### src/rtl/axi_pkg.sv
// ---------------------------------------------------------------------------
// axi_pkg
// Shared definitions for the AXI-lite master: bus response codes, master FSM
// state encoding, CPU request size codes and the address-alignment helper.
// Optional feature macro used by importers: AXIM_ALIGN_CHECK_EN.
// ---------------------------------------------------------------------------
package axi_pkg;

    localparam logic [1:0] RESP_OKAY   = 2'b00;
    localparam logic [1:0] RESP_EXOKAY = 2'b01;
    localparam logic [1:0] RESP_SLVERR = 2'b10;
    localparam logic [1:0] RESP_DECERR = 2'b11;

    typedef enum logic [2:0] {
        ST_IDLE,
        ST_RD_ADDR,
        ST_RD_DATA,
        ST_WR_REQ,
        ST_WR_RESP
    } axim_state_e;

    typedef enum logic [1:0] {
        SIZE_BYTE  = 2'd0,
        SIZE_HALF  = 2'd1,
        SIZE_WORD  = 2'd2,
        SIZE_DWORD = 2'd3
    } size_e;

    // True when the low address bits are not a multiple of the access size.
    function automatic logic is_misaligned(input logic [2:0] addr_lo,
                                           input logic [1:0] size);
        logic mis;
        mis = 1'b0;
        case (size_e'(size))
            SIZE_BYTE:  mis = 1'b0;
            SIZE_HALF:  mis = addr_lo[0];
            SIZE_WORD:  mis = |addr_lo[1:0];
            SIZE_DWORD: mis = |addr_lo;
            default:    mis = 1'b0;
        endcase
        return mis;
    endfunction

endpackage

### src/rtl/axi_lite_master.sv
// ---------------------------------------------------------------------------
// axi_lite_master
// Converts one CPU memory request into a single AXI-lite read or write
// transaction, then returns a one-cycle completion pulse. One transaction in
// flight at a time; every AXI output comes straight from a register.
//
// Optional feature: define AXIM_ALIGN_CHECK_EN to reject misaligned requests
// with an immediate error completion and no bus traffic.
//
// Ports
//   clk, rst                 clock, synchronous active-high reset
//   req_*                    CPU request (valid/ready, wen, addr, size, wdata, wstrb)
//   resp_valid/rdata/err     completion pulse, read data, error flag
//   ar*/r*                   AXI read address and read data channels
//   aw*/w*/b*                AXI write address, write data, write response
// ---------------------------------------------------------------------------
module axi_lite_master
    import axi_pkg::*;
#(
    parameter int ADDR_W = 32,
    parameter int DATA_W = 64
) (
    input  logic                  clk,
    input  logic                  rst,
    input  logic                  req_valid,
    output logic                  req_ready,
    input  logic                  req_wen,
    input  logic [ADDR_W-1:0]     req_addr,
    input  logic [1:0]            req_size,
    input  logic [DATA_W-1:0]     req_wdata,
    input  logic [DATA_W/8-1:0]   req_wstrb,
    output logic                  resp_valid,
    output logic [DATA_W-1:0]     resp_rdata,
    output logic                  resp_err,
    output logic [ADDR_W-1:0]     araddr,
    output logic                  arvalid,
    input  logic                  arready,
    input  logic [DATA_W-1:0]     rdata,
    input  logic [1:0]            rresp,
    input  logic                  rvalid,
    output logic                  rready,
    output logic [ADDR_W-1:0]     awaddr,
    output logic                  awvalid,
    input  logic                  awready,
    output logic [DATA_W-1:0]     wdata,
    output logic [DATA_W/8-1:0]   wstrb,
    output logic                  wvalid,
    input  logic                  wready,
    input  logic [1:0]            bresp,
    input  logic                  bvalid,
    output logic                  bready
);

    axim_state_e          state_q;
    logic [ADDR_W-1:0]    araddr_q, awaddr_q;
    logic [DATA_W-1:0]    wdata_q, resp_rdata_q;
    logic [DATA_W/8-1:0]  wstrb_q;
    logic                 arvalid_q, rready_q, awvalid_q, wvalid_q, bready_q;
    logic                 aw_done_q, w_done_q;
    logic                 resp_valid_q, resp_err_q;

    logic aw_hs, w_hs, misaligned;

    assign aw_hs = awvalid_q & awready;
    assign w_hs  = wvalid_q & wready;

`ifdef AXIM_ALIGN_CHECK_EN
    assign misaligned = is_misaligned(req_addr[2:0], req_size);
`else
    // Size only matters to the alignment check; without it every request goes out.
    logic unused_req_size;
    assign unused_req_size = ^req_size;
    assign misaligned      = 1'b0;
`endif

    // NOTE: all state below is updated with non-blocking assignments so every
    // register samples pre-edge values, regardless of statement order.
    always_ff @(posedge clk) begin
        if (rst) begin
            // NOTE: payload registers are reset too, so the bus shows zeros
            // rather than stale data after a mid-transaction reset.
            state_q      <= ST_IDLE;
            araddr_q     <= '0;
            awaddr_q     <= '0;
            wdata_q      <= '0;
            wstrb_q      <= '0;
            arvalid_q    <= 1'b0;
            rready_q     <= 1'b0;
            awvalid_q    <= 1'b0;
            wvalid_q     <= 1'b0;
            bready_q     <= 1'b0;
            aw_done_q    <= 1'b0;
            w_done_q     <= 1'b0;
            resp_valid_q <= 1'b0;
            resp_err_q   <= 1'b0;
            resp_rdata_q <= '0;
        end else begin
            // Completion is a single-cycle pulse.
            resp_valid_q <= 1'b0;
            case (state_q)
                ST_IDLE: begin
                    if (req_valid) begin
                        if (misaligned) begin
                            resp_valid_q <= 1'b1;
                            resp_err_q   <= 1'b1;
                            resp_rdata_q <= '0;
                        end else if (req_wen) begin
                            awaddr_q  <= req_addr;
                            wdata_q   <= req_wdata;
                            wstrb_q   <= req_wstrb;
                            awvalid_q <= 1'b1;
                            wvalid_q  <= 1'b1;
                            aw_done_q <= 1'b0;
                            w_done_q  <= 1'b0;
                            state_q   <= ST_WR_REQ;
                        end else begin
                            araddr_q  <= req_addr;
                            arvalid_q <= 1'b1;
                            state_q   <= ST_RD_ADDR;
                        end
                    end
                end
                ST_RD_ADDR: begin
                    if (arready) begin
                        arvalid_q <= 1'b0;
                        rready_q  <= 1'b1;
                        state_q   <= ST_RD_DATA;
                    end
                end
                ST_RD_DATA: begin
                    if (rvalid) begin
                        rready_q     <= 1'b0;
                        resp_valid_q <= 1'b1;
                        resp_rdata_q <= rdata;
                        resp_err_q   <= (rresp != RESP_OKAY);
                        state_q      <= ST_IDLE;
                    end
                end
                ST_WR_REQ: begin
                    // AW and W retire independently; the response phase opens
                    // once both have, counting a handshake happening right now.
                    if (aw_hs) begin
                        awvalid_q <= 1'b0;
                        aw_done_q <= 1'b1;
                    end
                    if (w_hs) begin
                        wvalid_q <= 1'b0;
                        w_done_q <= 1'b1;
                    end
                    if ((aw_done_q | aw_hs) && (w_done_q | w_hs)) begin
                        bready_q <= 1'b1;
                        state_q  <= ST_WR_RESP;
                    end
                end
                ST_WR_RESP: begin
                    if (bvalid) begin
                        bready_q     <= 1'b0;
                        resp_valid_q <= 1'b1;
                        resp_err_q   <= (bresp != RESP_OKAY);
                        state_q      <= ST_IDLE;
                    end
                end
                default: state_q <= ST_IDLE;
            endcase
        end
    end

    assign req_ready  = (state_q == ST_IDLE);
    assign resp_valid = resp_valid_q;
    assign resp_rdata = resp_rdata_q;
    assign resp_err   = resp_err_q;
    assign araddr     = araddr_q;
    assign arvalid    = arvalid_q;
    assign rready     = rready_q;
    assign awaddr     = awaddr_q;
    assign awvalid    = awvalid_q;
    assign wdata      = wdata_q;
    assign wstrb      = wstrb_q;
    assign wvalid     = wvalid_q;
    assign bready     = bready_q;

endmodule

### config.mk
export PLATFORM = sky130hd
export DESIGN_NAME = axi_lite_master
export DESIGN_NICKNAME = d
export VERILOG_FILES = /design/src/rtl/axi_pkg.sv /design/src/rtl/axi_lite_master.sv
export SDC_FILE = /design/constraint.sdc
export NUM_CORES = 1
export LEC_CHECK = 0
export BUFFER_PORTS_ARGS = -buffer_cell sky130_fd_sc_hd__buf_2
export CAP_MARGIN = 15
export CORE_AREA = 10 10 144 146
export CTS_BUF_LIST = sky130_fd_sc_hd__clkbuf_16
export CTS_CLUSTER_DIAMETER = 200
export CTS_CLUSTER_SIZE = 28
export DETAILED_ROUTE_END_ITERATION = 8
export DIE_AREA = 0 0 154 156
export GPL_TIMING_DRIVEN = 0
export PLACE_DENSITY = 0.72
export SKIP_CTS_REPAIR_TIMING = 1
export SLEW_MARGIN = 10
export SYNTH_ARGS = -nofsm -noshare
export SYNTH_HDL_FRONTEND = slang
export SYNTH_SLANG_ARGS = --single-unit
### constraint.sdc
create_clock -name clk -period 4.3 [get_ports clk]
set_input_delay 0.215 -clock clk [delete_from_list [all_inputs] [get_ports clk]]
set_output_delay 0.215 -clock clk [all_outputs]
set_load 0.05 [all_outputs]
Word-level counts from Yosys, hierarchy flattened. Index checks and enable logic that the tools add are counted.

Register bits: 212. Bits in latches: 0. Memory bits (writable): 0. Memory bits (read-only): 0. Input port bits: 183. Output and inout port bits: 208. Memories kept: 0.

Add/subtract/negate cells: 0. $mul: 0. Div/mod/pow operators: 0. Order comparisons: 0. Eq/ne operators: 13. Shift operators: 0. Multiplexer cells: 35. Bitwise logic cells: 5. Reductions and logical operators: 19.

Operators with widths (count): $mux 1 (19); $pmux 1 s2 (9); $ne 2x2->1 const B (8); $mux 3 (5); $pmux 3 s5 (1); $reduce_and 3->1 (5); $reduce_bool 2->1 (7); $reduce_and 4->1 (3); $eq 3x2->1 const B (2); $reduce_and 5->1 (1); $eq 3x1->1 const B (1); $eq 3x3->1 const B (1); $logic_not 3->1 (1); $and 1x1->1 (2); $mux 2 (1); $ne 2x1->1 const B (1); $or 1x1->1 (2); $reduce_and 2->1 (1); $logic_and 1x1->1 (1); $not 1->1 (1).

Depth between registers and ports, before layout. Gate-level depths: netlist of the first run.

Depth in word-level cells: 5. Depth in mapped cells: 7. Depth with buffers taken out: 4.

Least setup slack after synthesis of the first run. Ideal clock, no wire load.

Path type: reg2reg. Start: register state_q[0]. End: register wdata_q[11] (netlist: wdata[11]). Setup time: 0.132 ns. Arrival time: 1.642 ns. Required time: 4.168 ns. Path slack: 2.526 ns. Stages on the path, launching flop included: 7. Path buffers: 2. Period minus slack after synthesis: 1.774 ns. Cells stage by stage: dfxtp_1 > nor3_4 > nand3_1 > buf_2 > buf_2 > nand2_1 > a21oi_1.

Longest elaborated chain between the ends: 2.

RTL lines: start: declaration (RTL line axi_lite_master.sv:54) `axim_state_e state_q;`; start signal: assignment (RTL line axi_lite_master.sv:82) `state_q <= ST_IDLE;`; start signal: assignment (RTL line axi_lite_master.sv:115) `state_q <= ST_WR_REQ;`; start signal: assignment (RTL line axi_lite_master.sv:119) `state_q <= ST_RD_ADDR;`; $logic_not 3->1; named net req_ready (RTL line axi_lite_master.sv:26) `output logic req_ready,`; $reduce_and 3->1 (no source line); end signal: assignment (RTL line axi_lite_master.sv:109) `wdata_q <= req_wdata;`; end: declaration (RTL line axi_lite_master.sv:56) `logic [DATA_W-1:0] wdata_q, resp_rdata_q;`.

The timed path passes the listed nets, and every way through them passes these cells. A chain may end at the register's enable or synchronous reset.

Worst setup path in the final report of the first run.
Start: register state_q[0]. End: register resp_rdata_q[14] (netlist: resp_rdata[14]).

Longest elaborated chain between the ends: 2.

RTL lines: $eq 3x2->1 (RTL line axi_lite_master.sv:100) `case (state_q)`; $reduce_and 2->1 (no source line); end signal: assignment (RTL line axi_lite_master.sv:134) `resp_rdata_q <= rdata;`; end: declaration (RTL line axi_lite_master.sv:56).

No other way between the ends.

==> results of run 1 <==
## registers in the layout, summed over array words and instances, names as in the netlist, 3 cells and up
name,count
wdata,64
awaddr,32
resp_rdata,64
araddr,32
state_q,3
wstrb,8
## per-layer routing
layer  share of wire [%]  GRT usage, %  vias up  routed length (µm)
met5               0.093             0        -                  28
met4                 3.3          5.67        6                 991
met3                 9.7          8.52       85                2930
met2                  50          36.2      378               15100
met1                  37          23.3     3868               11200
li1                    -             -     4102                   -
## cells by family after synthesis
kind of cell,count (synthesis)
AOI/OAI and AO/OA,214
muxes,3
DFF,212
and+or+nand+nor,438
buffers and inverters,70
## final cells by class
type / count / area, µm² / area share [%]
Tap cell: 229 / 287 / 2.53
Timing Repair Buffer: 519 / 3260 / 28.8
Buffer: 70 / 369 / 3.26
Multi-Input combinational cell: 655 / 2860 / 25.3
Clock inverter: 1 / 16.3 / 0.144
Antenna cell: 7 / 17.5 / 0.155
Sequential cell: 212 / 4240 / 37.5
Clock buffer: 11 / 275 / 2.43
## final timing paths
kind | startpoint | end | slack (ns) | depth (start not counted)
max reg2reg | state_q[0] | resp_rdata[14] | 2.55 | 6
min reg2reg | wdata[8] | wdata[8] | 0.46 | 2
max | state_q[0] | resp_rdata[14] | 2.55 | 6
min | req_wdata[48] | wdata[48] | -0.03 | 3
## power groups by stage
stage          clock network [mW]  logic [mW]  registers (mW)
2_1_floorplan                   0       0.591            3.07
3_3_place_gp                    0        1.84            2.33
3_5_place_dp                    0        1.86            2.34
4_1_cts                      1.13        1.86            2.29
5_1_grt                      1.19        2.10            2.32
6_report                     1.10        1.96            2.30
## critical path: stages, from the launching register on
cell and delay (ns):
dfxtp_1 0.39, buf_2 0.22, nor2_1 0.11, nand3_2 0.25, clkbuf_1 0.42, nand2_1 0.13, a21oi_1 0.17
## cells in the final DEF, fill, tap and decap left out, types with 2 or more instances in the layout
cell	instances
and3b_1	2
a21oi_1	204
nand3_1	2
diode_2	7
and3_1	2
a211oi_1	2
clkbuf_1	37
nand3b_1	5
dlygate4sd3_1	132
nand2b_1	4
clkbuf_16	11
mux2i_1	3
nor2_1	10
dfxtp_1	212
nand2_1	403
buf_2	409
nor4b_1	2
buf_6	10
a32oi_1	2
nor3_1	3
==> impl_metrics.ini, run 1 <==
[yosys]
synth.most_common_cell = nand2_1
synth_xor_xnor_area_share_pct = 0
synth_mux_area_share_pct = 0.402
netlist-cell-type-count = 29
synth-seq-cells = 212
synthAdderAreaFrac_pct = 0
synth_top_area_cell = dfxtp_1
synth_top_family_by_area = simple AND/OR/NAND/NOR gates
ys.flop_type = dfxtp_1
synthSimpleGateAreaFrac_pct = 23.2
syn_inst = 937
synth_area_leaders = dfxtp_1, nand2_1, a21oi_1
synth_top_area_share_pct = 56.8
ys_top_cells_by_count = nand2_1, dfxtp_1, a21oi_1
async_flop_share_pct = 0
syn-num-nets = 1120
ys_warn_count = 0
synth_compound_gate_area_share_pct = 14.7
syn_area_per_cell_um2 = 7.98
syn_area_um2 = 7480
synth_edf_count = 0
ys_seq_area_share_pct = 56.8

[routing]
drtIter0Drc = 419
drt-vias-per-instance = 4.95
detail-route-antenna-nets = 0
routed_wl_mm = 30.2
dr.pass1.iters = 5
wl_per_cell_um = 17.7
drc = 0
vias = 8439

[global_route]
grt_max_degree = 29
grt_overflow = 0
track_usage_pct = 21.0
grt_pass1_wl_mm = 40.8
antenna_found_initial = 7
grt_pass1_vias = 7176

[critical_path]
criticalPathCategory = reg2reg
cp_max_fo = 10
cp.required_ns = 4.70
crit_path_end_kind = flop
arrival_ns = 2.15
startpoint_type = flop

[sta]
hold_viol_final = 15
fmax_mhz = 572
finalMaxSlewViolations = 0
tns_ns = 0
whs_ns = -0.0272
fin_skew_ns = 0.0176
rsz0062_at_grt = false
worstMarginPinSlew_ns = 0.664
fin_crit_ns = 1.75
setup_ws_ns = 2.55
period_share_pct = 40.7
slew_headroom_pct = 55.7
setup_viol = 0

[cells_and_area]
final_area_um2 = 11300
fillers = 1538
nNetsFinal = 1652
fin_util_pct = 63.5
fin_cells = 1704
area_delta_synth_final_pct = 51.5
drive_above_1_share_pct = 29.6

[cts]
cts_tree = yes
cts_buffers = 11
clk_path_buf_depth = 3
clock-root-buffer = clkbuf_16
cts_max_level = 1
clk_latency_ns = 0.46
clkSinkCount = 212
clk_pin_slew_ns = 0.11

[die]
coreArea_um2 = 17800
dieHeight_um = 156
dieArea_um2 = 24000
initial_utilization_pct = 41.9
rows = 49
ios = 391
fp.dieW_um = 154

[place]
place_congestion = 0.837
dpl.cell_count = 1553
io_buffers = 387
dp_hpwl_mm = 21.8
dpl_cell_area_um2 = 9700
dp_slack_ns = 2.52

[hold_path]
hp-class = in2reg

[power_and_ir_drop]
p_clk_share_pct = 20.6
p_seq_share_pct = 42.8
p_comb_share_pct = 36.6
switching_power_mw = 2.18
irDropWorstVdd_mv = 0.355
leakage_nw = 5.11
switching_share_pct = 40.6
power_density_nw_per_um2 = 473
finalPower_mw = 5.36
internal_power_mw = 3.19

[run_status]
status = complete, but fails checks
violations = hold timing

[run]
maxCapViolations = 0
(Power assumes the default switching activity.)
==> inputs of run 2 (changes only) <==
==> constraint.sdc (replaced) <==
create_clock -name clk -period 1.75 [get_ports clk]
set_input_delay 0.0875 -clock clk [delete_from_list [all_inputs] [get_ports clk]]
set_output_delay 0.0875 -clock clk [all_outputs]
set_load 0.05 [all_outputs]
==> impl_metrics.ini, run 2 (same netlist as run 1, synthesis figures left out) <==
[cts]
cts_buffers = 11
clock-root-buffer = clkbuf_16
clk_latency_ns = 0.47
clk_path_buf_depth = 3
clk_pin_slew_ns = 0.11
cts_max_level = 1
cts_tree = yes
clkSinkCount = 212

[critical_path]
worstReg2RegStart = state_q[0]
cpLargestDelayFamily = simple AND/OR/NAND/NOR gates
max_stage_delay_ns = 0.35
cp_num_buf_inv = 3
cp_max_fo = 10
crit_chain = nor3_4 -> and3_1 -> buf_4 -> buf_6 -> buf_6 -> nand2_1 -> a21oi_1
rrSetupSlack_ns = 0.08
criticalPathCategory = reg2reg
arrival_ns = 2.07
cp.required_ns = 2.14
crit_start = state_q[0]
crit_path_end_kind = flop
worst_path_max_delay_cell = dfxtp_1
startpoint_type = flop
cpMostUsedCell = buf_6

[global_route]
grt_pass1_vias = 7256
grt_overflow = 0
grt_max_degree = 29
antenna_found_initial = 4
track_usage_pct = 20.9
grt_pass1_wl_mm = 41.0

[die]
initial_utilization_pct = 41.9
dieHeight_um = 156
ios = 391
dieArea_um2 = 24000
fp.dieW_um = 154
rows = 49
coreArea_um2 = 17800

[routing]
drt-vias-per-instance = 4.89
detail-route-antenna-nets = 0
vias = 8523
drtIter0Drc = 458
drc = 0
dr.pass1.iters = 5
routed_wl_mm = 30.6
wl_per_cell_um = 17.6

[cells_and_area]
area_delta_synth_final_pct = 57.2
layout_commonest_cell = buf_2
drive_above_1_share_pct = 29.3
layout_common_cells = buf_2, nand2_1, dfxtp_1, a21oi_1, dlygate4sd3_1
fin_cells = 1742
nNetsFinal = 1691

[power_and_ir_drop]
finalPower_mw = 13.3
leakage_nw = 5.29
irDropWorstVdd_mv = 1.03
power_density_nw_per_um2 = 1130

[run_status]
violations = hold timing
status = complete, but fails checks

[sta]
fin_crit_ns = 1.67
period_share_pct = 95.7
slew_headroom_pct = 53.4
hold_viol_final = 1
setup_viol = 0
finalMaxSlewViolations = 0
fin_skew_ns = 0.0164
whs_ns = -0.0145
fmax_mhz = 597
worstMarginPinSlew_ns = 0.699

[place]
dp_hpwl_mm = 21.4
io_buffers = 387
place_congestion = 0.836
dpl.cell_count = 1553

[hold_path]
hold_start = req_wen
hp-class = in2reg

[run]
maxCapViolations = 0
==> run 2: final timing paths <==
path | endpoint | cells past startpoint
worst max-delay path | wdata[45] | 7
worst min-delay path | state_q[1] | 3
worst max register to register | wdata[45] | 7
worst min register to register | araddr[30] | 2
==> run 2: final cells by class <==
type | count | area [µm²]
plain buffers | 70 | 378
clock buffers | 11 | 275
fillers | 1421 | 6090
well taps | 229 | 287
repair buffers | 558 | 3650
diodes | 6 | 15.0
flip-flops and latches | 212 | 4250
clock inverters | 1 | 16.3
multi-input cells | 655 | 2890
==> run 2: tightest hold or removal path, delay by kind of cell <==
kind                   cells  cell delay (ns)
buffers and inverters      1             0.13
muxes                      1             0.11
AOI/OAI and AO/OA          1             0.08
==> run 2: stage by stage <==
| step | util, % | setup slack (ns) | setup TNS (ns) | instance area (µm²) | hold slack [ns] |
|---|---|---|---|---|---|
| 6_report | 65.9 | 0.0755 | 0 | 11800 | -0.0145 |
| 5_1_grt | 65.8 | -0.0497 | -0.143 | 11700 | 0.00157 |
| 2_1_floorplan | - | 0.0206 | 0 | 7480 | 0.183 |
| 3_3_place_gp | 54.4 | 0.0539 | 0 | 9700 | 0.297 |
| 3_5_place_dp | 54.4 | 0.0241 | 0 | 9700 | 0.306 |
| 4_1_cts | 56.0 | 0.00478 | 0 | 10000 | -0.198 |
==> run 2: metal layers <==
metal / vias to the layer above / share of wire, % / track usage [%]
met2: 368 / 51 / 36.2
met4: 0 / 2.6 / 5.22
met3: 62 / 8.9 / 7.61
met5: - / 0 / 0
met1: 3923 / 37 / 23.8
li1: 4170 / - / -
==> run 2: power by group <==
group	leakage (nW)	internal (mW)	switching (mW)
Combinational	3.42	1.38	3.56
Clock	0.142	1.16	1.55
Sequential	1.72	5.36	0.283
Total	5.29	7.90	5.39
